`src/rtl/decode_hazard_ctrl_pkg.sv`:
```
// Shared types and constants for the decode hazard controller.
package decode_hazard_ctrl_pkg;

  localparam int unsigned NREG  = 16;
  localparam int unsigned REG_W = 4;
  localparam int unsigned CNT_W = 3;

  typedef enum logic [1:0] {
    ST_RUN     = 2'd0,
    ST_BR_WAIT = 2'd1,
    ST_FLUSH   = 2'd2
  } state_e;

  // Decode latch / fetch control bundle.
  typedef struct packed {
    logic if_stall;
    logic latch_en;
    logic bubble;
    logic if_flush;
  } ctrl_t;

  // NOP controls: latch loads a bubble, fetch runs freely.
  localparam ctrl_t CTRL_NOP = '{if_stall: 1'b0, latch_en: 1'b1, bubble: 1'b1, if_flush: 1'b0};

  // One-hot register mask for a register index.
  function automatic logic [NREG-1:0] reg_mask(input logic [REG_W-1:0] idx);
    return NREG'(1) << idx;
  endfunction

endpackage

```
`src/rtl/decode_hazard_ctrl_scoreboard.sv`:
```
// In-flight destination scoreboard with WB-to-decode bypass on the read ports.
module decode_hazard_ctrl_scoreboard
  import decode_hazard_ctrl_pkg::*;
(
  input  logic             clk,
  input  logic             rst,
  input  logic             i_set_en,
  input  logic [REG_W-1:0] i_set_idx,
  input  logic             i_clr_en,
  input  logic [REG_W-1:0] i_clr_idx,
  input  logic [REG_W-1:0] i_rs_a,
  input  logic [REG_W-1:0] i_rs_b,
  output logic             o_busy_a,
  output logic             o_busy_b,
  output logic [NREG-1:0]  o_busy_vec
);

  logic [NREG-1:0] r_busy;
  logic [NREG-1:0] w_set_mask;
  logic [NREG-1:0] w_clr_mask;
  logic [NREG-1:0] w_busy_eff;

  assign w_set_mask = i_set_en ? reg_mask(i_set_idx) : '0;
  assign w_clr_mask = i_clr_en ? reg_mask(i_clr_idx) : '0;
  // A register retiring this cycle is already readable by decode.
  assign w_busy_eff = r_busy & ~w_clr_mask;

  assign o_busy_a   = w_busy_eff[i_rs_a];
  assign o_busy_b   = w_busy_eff[i_rs_b];
  assign o_busy_vec = r_busy;

  // Set beats clear on the same index; r0 never becomes busy.
  always_ff @(posedge clk or posedge rst) begin
    if (rst) begin
      r_busy <= '0;
    end else begin
      r_busy <= ((r_busy & ~w_clr_mask) | w_set_mask) & ~NREG'(1);
    end
  end

endmodule

```
`src/rtl/decode_hazard_ctrl.sv`:
```
// Decode latch sequencer: RAW stall, branch wait and taken-branch flush.
module decode_hazard_ctrl
  import decode_hazard_ctrl_pkg::*;
#(
  parameter int unsigned FLUSH_CYCLES = 2
) (
  input  logic             clk,
  input  logic             rst,
  input  logic             id_valid,
  input  logic [REG_W-1:0] id_rs_a,
  input  logic [REG_W-1:0] id_rs_b,
  input  logic             id_uses_a,
  input  logic             id_uses_b,
  input  logic [REG_W-1:0] id_rd,
  input  logic             id_writes_rd,
  input  logic             id_is_branch,
  input  logic             ex_br_resolve,
  input  logic             ex_br_taken,
  input  logic             wb_valid,
  input  logic [REG_W-1:0] wb_rd,
  output logic             if_stall,
  output logic             id_latch_en,
  output logic             id_bubble,
  output logic             if_flush,
  output logic [NREG-1:0]  busy_vec
);

  state_e           r_state;
  state_e           w_state_next;
  logic [CNT_W-1:0] r_cnt;
  logic [CNT_W-1:0] w_cnt_next;
  ctrl_t            w_ctrl;
  logic             w_busy_a;
  logic             w_busy_b;
  logic             w_raw;
  logic             w_issue;
  logic             w_set_en;

  decode_hazard_ctrl_scoreboard u_scoreboard (
    .clk        (clk),
    .rst        (rst),
    .i_set_en   (w_set_en),
    .i_set_idx  (id_rd),
    .i_clr_en   (wb_valid),
    .i_clr_idx  (wb_rd),
    .i_rs_a     (id_rs_a),
    .i_rs_b     (id_rs_b),
    .o_busy_a   (w_busy_a),
    .o_busy_b   (w_busy_b),
    .o_busy_vec (busy_vec)
  );

  assign w_raw    = id_valid & ((id_uses_a & w_busy_a) | (id_uses_b & w_busy_b));
  assign w_issue  = w_ctrl.latch_en & ~w_ctrl.bubble;
  assign w_set_en = w_issue & id_writes_rd & (id_rd != '0);

  // State and flush counter registers.
  always_ff @(posedge clk or posedge rst) begin
    if (rst) begin
      r_state <= ST_RUN;
      r_cnt   <= '0;
    end else begin
      r_state <= w_state_next;
      r_cnt   <= w_cnt_next;
    end
  end

  // Next state and latch/fetch control decode.
  always_comb begin
    w_state_next = r_state;
    w_cnt_next   = r_cnt;
    w_ctrl       = CTRL_NOP;
    case (r_state)
      ST_RUN: begin
        if (w_raw) begin
          w_ctrl.if_stall = 1'b1;
        end else if (id_valid) begin
          w_ctrl.bubble = 1'b0;
          if (id_is_branch) w_state_next = ST_BR_WAIT;
        end
      end
      ST_BR_WAIT: begin
        if (ex_br_resolve && ex_br_taken) begin
          w_ctrl.if_flush = 1'b1;
          w_cnt_next      = CNT_W'(FLUSH_CYCLES - 1);
          w_state_next    = (FLUSH_CYCLES == 1) ? ST_RUN : ST_FLUSH;
        end else begin
          // Not-taken resolve frees the branch slot for the instruction in decode now.
          if (ex_br_resolve) w_state_next = ST_RUN;
          if (w_raw || (id_valid && id_is_branch && !ex_br_resolve)) begin
            w_ctrl.if_stall = 1'b1;
          end else if (id_valid) begin
            w_ctrl.bubble = 1'b0;
            if (id_is_branch) w_state_next = ST_BR_WAIT;
          end
        end
      end
      ST_FLUSH: begin
        if (r_cnt == '0) w_state_next = ST_RUN;
        else             w_cnt_next   = r_cnt - CNT_W'(1);
      end
      default: w_state_next = ST_RUN;
    endcase
    // Reset forces NOP controls asynchronously.
    if (rst) w_ctrl = CTRL_NOP;
  end

  assign if_stall    = w_ctrl.if_stall;
  assign id_latch_en = w_ctrl.latch_en;
  assign id_bubble   = w_ctrl.bubble;
  assign if_flush    = w_ctrl.if_flush;

endmodule

```
`config.mk`:
```
export PLATFORM = sky130hd
export DESIGN_NAME = decode_hazard_ctrl
export DESIGN_NICKNAME = d
export VERILOG_FILES = /design/src/rtl/decode_hazard_ctrl_pkg.sv /design/src/rtl/decode_hazard_ctrl_scoreboard.sv /design/src/rtl/decode_hazard_ctrl.sv
export SDC_FILE = /design/constraint.sdc
export NUM_CORES = 1
export LEC_CHECK = 0
export CAP_MARGIN = 20
export CORE_MARGIN = 1
export CORE_UTILIZATION = 28
export DETAILED_ROUTE_END_ITERATION = 16
export SLEW_MARGIN = 20
export SYNTH_ARGS = -nofsm -noshare
export SYNTH_HDL_FRONTEND = slang
export SYNTH_SLANG_ARGS = --single-unit
export TNS_END_PERCENT = 1
```
`constraint.sdc`:
```
create_clock -name clk -period 3.4 [get_ports clk]
set_input_delay 0.34 -clock clk [delete_from_list [all_inputs] [get_ports clk]]
set_output_delay 0.34 -clock clk [all_outputs]
set_load 0.02 [all_outputs]
```
* Word-level counts from Yosys, hierarchy flattened
Index checks and enable logic that the tools add are counted.
** Storage, ports and cells
- Bits in writable memories :: 0
- ROM bits :: 0
- Input bits :: 26
- Logic and storage cells :: 69
- Register bits :: 20
- Latch bits :: 0
- Output and inout port bits :: 20
- Memories kept :: 0
** Cells by class
- Shift-type cells :: 2
- Add/subtract/negate cells :: 1
- Div/mod/pow operators :: 0
- Magnitude comparators :: 2
- Multiply operators :: 0
- Muxes and demuxes :: 31
- Equal/unequal tests :: 8
- Reduce and logical (&&, ||, !) cells :: 11
- Bitwise gates (word level) :: 11
** Operator list (count)
- two-way mux 16 bit :: 2
- left shift 1 x 4 -> 16 bit, first input constant :: 2
- two-way mux 2 bit :: 9
- bitwise AND 16 bit :: 1
- NOT 16 bit :: 1
- OR 16 bit :: 1
- != test 2 bit, second input constant :: 6
- two-way mux 1 bit :: 11
- < comparator 4 x 5 -> 1 bit, second input constant :: 2
- binary-select mux 1 bit (select 4 bit) :: 2
- bitwise AND 1 bit :: 6
- two-way mux 3 bit :: 2
- one-hot mux 2 bit (3 select lines) :: 1
- one-hot mux 3 bit (2 select lines) :: 1
- two-way mux 4 bit :: 1
- one-hot mux 1 bit (2 select lines) :: 2
- AND reduction 4 bit :: 1
- nonzero test 4 bit :: 1
- logical AND 1 bit :: 3
- zero test 3 bit :: 1
- AND reduction 3 bit :: 1
- subtractor 3 x 1 -> 3 bit, second input constant :: 1
- equality test 2 x 1 -> 1 bit, second input constant :: 1
- equality test 2 bit, second input constant :: 1
- other kinds (6) :: 6

* Logic depth before layout (Yosys ltp)
- Depth in word-level cells :: 20
- Depth in mapped cells :: 8
- Depth with buffers taken out :: 7

* Modules after synthesis
Synthesis repeated with hierarchy kept, for this count alone.
** Second synthesis, totals
- Cell total of the unflattened synthesis :: 165
- Area total of the unflattened synthesis :: 1451.4 um^2
** By module, submodules not included
- decode_hazard_ctrl_scoreboard :: cells each 119, instances 1, seq. area each 375.4 um^2, area an instance 1064.8 um^2
- decode_hazard_ctrl :: cells each 46, instances 1, seq. area each 125.1 um^2, area an instance 386.6 um^2

* Worst setup path before layout
No wires, ideal clock.
- Path type :: in2out
- From :: in wb_rd[0]
- To :: out id_bubble
- Path buffers :: 1
- Setup slack :: 0.862 ns
- Required time :: 3.060 ns
- Arrival :: 2.198 ns
- Stages :: 7
- Cells stage by stage :: clkbuf_1 nand2_1 o21ai_2 mux2i_1 a2111o_1 a32o_2 or3_1
** Between the ends
- Word-level cells in the longest chain between the ends :: 14
- Elaborated cells between the ends (all ways) :: 18
- Classes of those cells :: shift: 1; mux: 10; bitwise: 6; reduce/logical: 1
** RTL lines
- start, declared :: line decode_hazard_ctrl.sv:20 : input logic [REG_W-1:0] wb_rd,
- left shift 1 x 4 -> 16 bit (*) :: line decode_hazard_ctrl_pkg.sv:27 : return NREG'(1) << idx;
- two-way mux 16 bit (*) :: line decode_hazard_ctrl_scoreboard.sv:24 : assign w_clr_mask = i_clr_en ? reg_mask(i_clr_idx) : '0;
- NOT 16 bit (*) :: line decode_hazard_ctrl_scoreboard.sv:26 : assign w_busy_eff = r_busy & ~w_clr_mask;
- bitwise AND 16 bit (*) :: line decode_hazard_ctrl_scoreboard.sv:26
- binary-select mux 1 bit (select 4 bit), on equally long branches :: line decode_hazard_ctrl_scoreboard.sv:28, decode_hazard_ctrl_scoreboard.sv:29
- two-way mux 1 bit, on equally long branches :: line decode_hazard_ctrl_scoreboard.sv:28, decode_hazard_ctrl_scoreboard.sv:29
- bitwise AND 1 bit :: line decode_hazard_ctrl.sv:53 : assign w_raw = id_valid & ((id_uses_a & w_busy_a) | (id_uses_b & w_busy_b));
- OR 1 bit (*) :: line decode_hazard_ctrl.sv:53
- bitwise AND 1 bit (*) :: line decode_hazard_ctrl.sv:53
- logical OR 1 bit :: line decode_hazard_ctrl.sv:90 : if (w_raw || (id_valid && id_is_branch && !ex_br_resolve)) begin
- two-way mux 1 bit :: line decode_hazard_ctrl.sv:90
- two-way mux 1 bit :: line decode_hazard_ctrl.sv:83 : if (ex_br_resolve && ex_br_taken) begin
- one-hot mux 1 bit (2 select lines) (*) :: line decode_hazard_ctrl.sv:73 : case (r_state)
- two-way mux 4 bit (*) :: line decode_hazard_ctrl.sv:105 : if (rst) w_ctrl = CTRL_NOP;
- end, declared :: line decode_hazard_ctrl.sv:23 : output logic id_bubble,
Mark *: on every way between the ends. The rest lies on a longest branch, timed or not. The select of a mux whose other input is x is not followed.

* Worst setup path after layout
- From :: in wb_valid
- To :: out id_bubble
** Between the ends
- Word-level cells in the longest chain between the ends :: 13
- Elaborated cells between the ends (all ways) :: 17
- Classes of those cells :: mux: 10; bitwise: 6; reduce/logical: 1
** RTL lines
- start, declared :: line decode_hazard_ctrl.sv:19 : input logic wb_valid,
- two-way mux 16 bit (*) :: line decode_hazard_ctrl_scoreboard.sv:24
- NOT 16 bit (*) :: line decode_hazard_ctrl_scoreboard.sv:26
- bitwise AND 16 bit (*) :: line decode_hazard_ctrl_scoreboard.sv:26
- binary-select mux 1 bit (select 4 bit), on equally long branches :: line decode_hazard_ctrl_scoreboard.sv:28, decode_hazard_ctrl_scoreboard.sv:29
- two-way mux 1 bit, on equally long branches :: line decode_hazard_ctrl_scoreboard.sv:28, decode_hazard_ctrl_scoreboard.sv:29
- bitwise AND 1 bit :: line decode_hazard_ctrl.sv:53
- OR 1 bit (*) :: line decode_hazard_ctrl.sv:53
- bitwise AND 1 bit (*) :: line decode_hazard_ctrl.sv:53
- logical OR 1 bit :: line decode_hazard_ctrl.sv:90
- two-way mux 1 bit :: line decode_hazard_ctrl.sv:90
- two-way mux 1 bit :: line decode_hazard_ctrl.sv:83
- one-hot mux 1 bit (2 select lines) (*) :: line decode_hazard_ctrl.sv:73
- two-way mux 4 bit (*) :: line decode_hazard_ctrl.sv:105
Marked as above.

==> impl_metrics.prom <==
# TYPE chip_impl_metric gauge
chip_impl_info{name="result_of_the_run",value="complete, no violations"} 1
chip_impl_metric{name="worst_ir_drop_vdd",unit="mV"} 0.1729
chip_impl_metric{name="ant_nets",unit=""} 0
chip_impl_metric{name="report.final.hold_viol_count",unit=""} 0
chip_impl_metric{name="switching_power",unit="mW"} 0.3331
chip_impl_metric{name="final-setup-viol-count",unit=""} 0
chip_impl_metric{name="tritoncts.num_buffers",unit=""} 3
chip_impl_metric{name="io_buffers",unit=""} 43
chip_impl_metric{name="sinks_on_clock_net",unit=""} 20
chip_impl_metric{name="postSynthRegisterBits",unit=""} 20
chip_impl_metric{name="die_y",unit="um"} 77.93
chip_impl_metric{name="area.growth.synth_to_final",unit="%"} 43.10
chip_impl_metric{name="place.gp.congestion",unit=""} 0.9202
chip_impl_metric{name="syn_inst",unit=""} 203
chip_impl_metric{name="postCtsSetupBuffers",unit=""} 0
chip_impl_metric{name="fin_area",unit="um^2"} 2310
chip_impl_metric{name="sw_frac_of_total",unit="%"} 37.47
chip_impl_metric{name="rows",unit=""} 27
chip_impl_metric{name="wire_length_of_the_first_global_routing_pass",unit="um"} 7755
chip_impl_metric{name="detail_route.vias_per_cell",unit=""} 5.099
chip_impl_metric{name="rr_worst_depth",unit=""} 8
chip_impl_metric{name="detail_route.iter0.violations",unit=""} 107
chip_impl_info{name="synth_top_area_cell",value="sky130_fd_sc_hd__dfrtp_1"} 1
chip_impl_metric{name="required_worst_endpoint",unit="ps"} 3060
chip_impl_metric{name="post_synth_instance_area",unit="um^2"} 1614
chip_impl_metric{name="route.detailed.drc",unit=""} 0
chip_impl_metric{name="critPathArrivalTime",unit="ps"} 2920
chip_impl_info{name="crit_path_end_kind",value="primary output"} 1
chip_impl_metric{name="synthArstFlopShare",unit="%"} 100.0
chip_impl_metric{name="static-leakage-power",unit="nW"} 0.9444
chip_impl_metric{name="synth_sequential_area_ratio",unit="%"} 31.01
chip_impl_info{name="clock_tree_from_tritoncts",value="built"} 1
chip_impl_metric{name="cts_htree_levels",unit=""} 1
chip_impl_metric{name="synth.lib_cells_used.distinct",unit=""} 50
chip_impl_metric{name="start_util",unit="%"} 29.13
chip_impl_metric{name="grt_antenna_before_repair",unit=""} 0
chip_impl_info{name="hold_class",value="flip-flop to flip-flop"} 1
chip_impl_info{name="ys_top_cells_by_area",value="sky130_fd_sc_hd__dfrtp_1 31%, sky130_fd_sc_hd__o21ai_1 5.0%, sky130_fd_sc_hd__nand3_1 4.0%"} 1
chip_impl_info{name="cts_root_buffer",value="sky130_fd_sc_hd__clkbuf_8"} 1
chip_impl_metric{name="grt_max_degree",unit=""} 21
chip_impl_metric{name="synth_warnings",unit=""} 0
chip_impl_info{name="synth_top_flop_cell",value="sky130_fd_sc_hd__dfrtp_1"} 1
chip_impl_metric{name="final.setup.tns",unit="ps"} 0
chip_impl_metric{name="power_frac_seq",unit="%"} 38.5
chip_impl_metric{name="grtUsageTotal",unit="%"} 16.29
chip_impl_metric{name="vias_in_the_first_global_route",unit=""} 1654
chip_impl_metric{name="synth_top_area_share",unit="%"} 31.01
chip_impl_metric{name="maxSlewViolCount",unit=""} 0
chip_impl_metric{name="reg2reg_setup_slack",unit="ps"} 1070
chip_impl_metric{name="drt-met1-wl",unit="um"} 2204
chip_impl_metric{name="number_of_synthesized_flops_with_an_enable_pin",unit=""} 0
chip_impl_metric{name="period_share",unit="%"} 95.95
chip_impl_metric{name="detailroute.via_count",unit=""} 1698
chip_impl_metric{name="synthesis.area_per_instance",unit="um^2"} 7.951
chip_impl_metric{name="tightest_slew",unit="ps"} 716.9
chip_impl_metric{name="detailroute.wirelength.met2",unit="um"} 2058
chip_impl_metric{name="clk_transition_reported_paths",unit="ps"} 60
chip_impl_info{name="rsz0062_at_grt",value="no"} 1
chip_impl_metric{name="core-area",unit="um^2"} 5540
chip_impl_metric{name="detailed_place_hpwl",unit="um"} 3803
chip_impl_metric{name="globalRouteOverflowTotal",unit=""} 0
chip_impl_metric{name="routed_wl",unit="um"} 4670
chip_impl_metric{name="max-clock-path-buffers",unit=""} 2
chip_impl_metric{name="layout.nets",unit=""} 291
chip_impl_metric{name="dp_cells",unit=""} 330
chip_impl_metric{name="antenna_cells",unit=""} 0
chip_impl_metric{name="whs_path_depth",unit=""} 1
chip_impl_metric{name="comb_power_share",unit="%"} 45.1
chip_impl_metric{name="multi_input_comb_area",unit="um^2"} 1010
chip_impl_metric{name="power.clock.fraction",unit="%"} 16.5
chip_impl_metric{name="final.setup_skew",unit="ps"} 2.272
chip_impl_metric{name="register_area",unit="um^2"} 500.5
chip_impl_metric{name="final-instance-count-excl-fill",unit=""} 333
chip_impl_metric{name="detail_route.wl_per_cell",unit="um"} 14.02
chip_impl_info{name="maxUsedRoutingLayer",value="met4"} 1
chip_impl_metric{name="fill_cells",unit=""} 576
chip_impl_info{name="worst_setup_path_start_kind",value="primary input"} 1
chip_impl_metric{name="drtPass1Iterations",unit=""} 4
chip_impl_metric{name="clock.fmax",unit="MHz"} 306.5
chip_impl_metric{name="mapped_nets",unit=""} 231
chip_impl_metric{name="number_of_top_level_design_ports",unit=""} 46
chip_impl_info{name="setup.worst_path.class",value="primary input to primary output"} 1
chip_impl_metric{name="clock_latency",unit="ps"} 250
chip_impl_info{name="worstReg2RegEnd",value="u_scoreboard.o_busy_vec[14]"} 1
chip_impl_info{name="hold-path-endpoint",value="r_cnt[2]"} 1
chip_impl_metric{name="period_needed",unit="ps"} 3262
chip_impl_metric{name="number_of_maximum_capacitance_violations",unit=""} 0
chip_impl_metric{name="met3_length",unit="um"} 260
chip_impl_metric{name="internal_power",unit="mW"} 0.5560
chip_impl_metric{name="dpl-instance-area",unit="um^2"} 2265
chip_impl_metric{name="dieWidth",unit="um"} 77.93
chip_impl_info{name="critical_path.reg2reg.startpoint",value="u_scoreboard.o_busy_vec[8]"} 1
chip_impl_metric{name="crit_fanout",unit=""} 4
chip_impl_metric{name="power_per_cell_area",unit="nW/um^2"} 384.9
chip_impl_info{name="min_from",value="r_cnt[2]"} 1
chip_impl_metric{name="post_route_cells_drive_above_1_share",unit="%"} 14.56
chip_impl_metric{name="fp.dieArea",unit="um^2"} 6072
chip_impl_metric{name="maxSlewHeadroom",unit="%"} 52.21
final cells by class:
class	instances	share of cell area (%)
clock buffers	3	1.788
inverters	13	2.113
multi-input cells	157	43.72
flip-flops and latches	20	21.67
well taps	72	3.900
repair buffers	68	26.81
cell usage after synthesis (2+ instances only):
| library cell | count |
|---|---|
| sky130_fd_sc_hd__o32ai_1 | 2 |
| sky130_fd_sc_hd__nand4_1 | 4 |
| sky130_fd_sc_hd__mux2i_1 | 6 |
| sky130_fd_sc_hd__a21oi_1 | 4 |
| sky130_fd_sc_hd__nor2b_1 | 4 |
| sky130_fd_sc_hd__clkbuf_1 | 10 |
| sky130_fd_sc_hd__xor2_1 | 2 |
| sky130_fd_sc_hd__o31ai_1 | 4 |
| sky130_fd_sc_hd__a211oi_1 | 2 |
| sky130_fd_sc_hd__nor3b_1 | 6 |
| sky130_fd_sc_hd__nand2b_1 | 6 |
| sky130_fd_sc_hd__inv_1 | 13 |
| sky130_fd_sc_hd__conb_1 | 2 |
| sky130_fd_sc_hd__nand3b_1 | 2 |
| sky130_fd_sc_hd__dfrtp_1 | 20 |
| sky130_fd_sc_hd__nor3_1 | 3 |
| sky130_fd_sc_hd__o21ai_2 | 2 |
| sky130_fd_sc_hd__o41ai_2 | 2 |
| sky130_fd_sc_hd__o21ai_1 | 16 |
| sky130_fd_sc_hd__nand3_1 | 13 |
| sky130_fd_sc_hd__buf_4 | 2 |
| sky130_fd_sc_hd__o2111ai_1 | 2 |
| sky130_fd_sc_hd__o211ai_1 | 6 |
| sky130_fd_sc_hd__nand2_1 | 17 |
| sky130_fd_sc_hd__or3b_1 | 2 |
| sky130_fd_sc_hd__o21ai_0 | 13 |
| sky130_fd_sc_hd__o41ai_1 | 3 |
| sky130_fd_sc_hd__or2_2 | 2 |
| sky130_fd_sc_hd__ha_1 | 2 |
| sky130_fd_sc_hd__o221ai_1 | 2 |
| sky130_fd_sc_hd__nor2_1 | 10 |
layer usage:
layer,global-route usage [%],vias to the layer above
li1,-,865
met1,20.78,773
met2,26.19,49
met3,1.882,11
met4,10.00,0
met5,0,-
registers in the layout, indices dropped and copies added (netlist names):
register and count:
r_cnt 3, u_scoreboard.o_busy_vec 15, r_state 2
power groups by stage:
stage	sequential [mW]	clock [mW]	combinational, mW
5_1_grt	0.351	0.161	0.442
6_report	0.342	0.146	0.401
2_1_floorplan	0.357	0	0.204
4_1_cts	0.343	0.151	0.402
3_5_place_dp	0.347	0	0.400
3_3_place_gp	0.348	0	0.399
logic make-up after synthesis:
group / after synthesis / share of synthesized area, %
compound gates: 69 / 29.85
xor+xnor: 2 / 1.085
fa+ha+maj: 2 / 1.550
buf+inv: 26 / 6.589
flops: 20 / 31.01
mux: 6 / 3.721
other cells: 2 / 0.4653
simple gates: 76 / 25.74
worst max-delay path: stages:
cell	delay, ps
sky130_fd_sc_hd__clkdlybuf4s50_1	510
sky130_fd_sc_hd__or3b_4	430
sky130_fd_sc_hd__o21ai_1	190
sky130_fd_sc_hd__nor3b_1	80
sky130_fd_sc_hd__a2111o_1	390
sky130_fd_sc_hd__a32o_2	270
sky130_fd_sc_hd__or3_1	370
sky130_fd_sc_hd__dlygate4sd2_1	330
timing repair:
action | in CTS | in global routing
gates resized for setup | 2 | 1
setup endpoints to repair | 2 | 1
endpoints found under the hold margin | 0 | 0
hold buffers | 0 | 0
cells in the final DEF, fill, tap and decap left out, types with 3 or more instances in the layout:
cell type	n
sky130_fd_sc_hd__nor2_1	10
sky130_fd_sc_hd__o21ai_1	16
sky130_fd_sc_hd__nor3_1	3
sky130_fd_sc_hd__buf_4	25
sky130_fd_sc_hd__nand2_1	17
sky130_fd_sc_hd__o41ai_1	3
sky130_fd_sc_hd__nand2b_1	6
sky130_fd_sc_hd__clkbuf_8	3
sky130_fd_sc_hd__nor2b_1	4
sky130_fd_sc_hd__mux2i_1	6
sky130_fd_sc_hd__nand4_1	4
sky130_fd_sc_hd__o31ai_1	4
sky130_fd_sc_hd__nand3_1	13
sky130_fd_sc_hd__nor3b_1	6
sky130_fd_sc_hd__inv_1	13
sky130_fd_sc_hd__o21ai_0	13
sky130_fd_sc_hd__o211ai_1	6
sky130_fd_sc_hd__a21oi_1	4
sky130_fd_sc_hd__dfrtp_1	20
sky130_fd_sc_hd__clkdlybuf4s50_1	41
per-stage QoR:
stage	util [%]	setup slack, ps	hold slack (ps)	power (mW)
finish	41.69	137.6	485.1	0.8891
global route	41.69	50.12	528.2	0.9544
CTS	41.64	20.44	486.7	0.8952
detailed placement	40.88	-97.91	475.9	0.7468
global placement	40.88	-91.26	470.7	0.7474
floorplan	-	862.3	303.8	0.5611
how the worst max path moves through the flow:
| stage | startpoint | endpoint | slack [ps] | cells after the start |
|---|---|---|---|---|
| after floorplan | wb_rd[0] | id_bubble | 860 | 7 |
| after global placement | wb_rd[1] | id_bubble | -90 | 9 |
| after detailed placement | wb_valid | id_bubble | -100 | 8 |
| after CTS | wb_valid | if_stall | 20 | 9 |
| after global routing | wb_valid | id_bubble | 50 | 8 |
| final | wb_valid | id_bubble | 140 | 8 |
(Power assumes the default switching activity.)
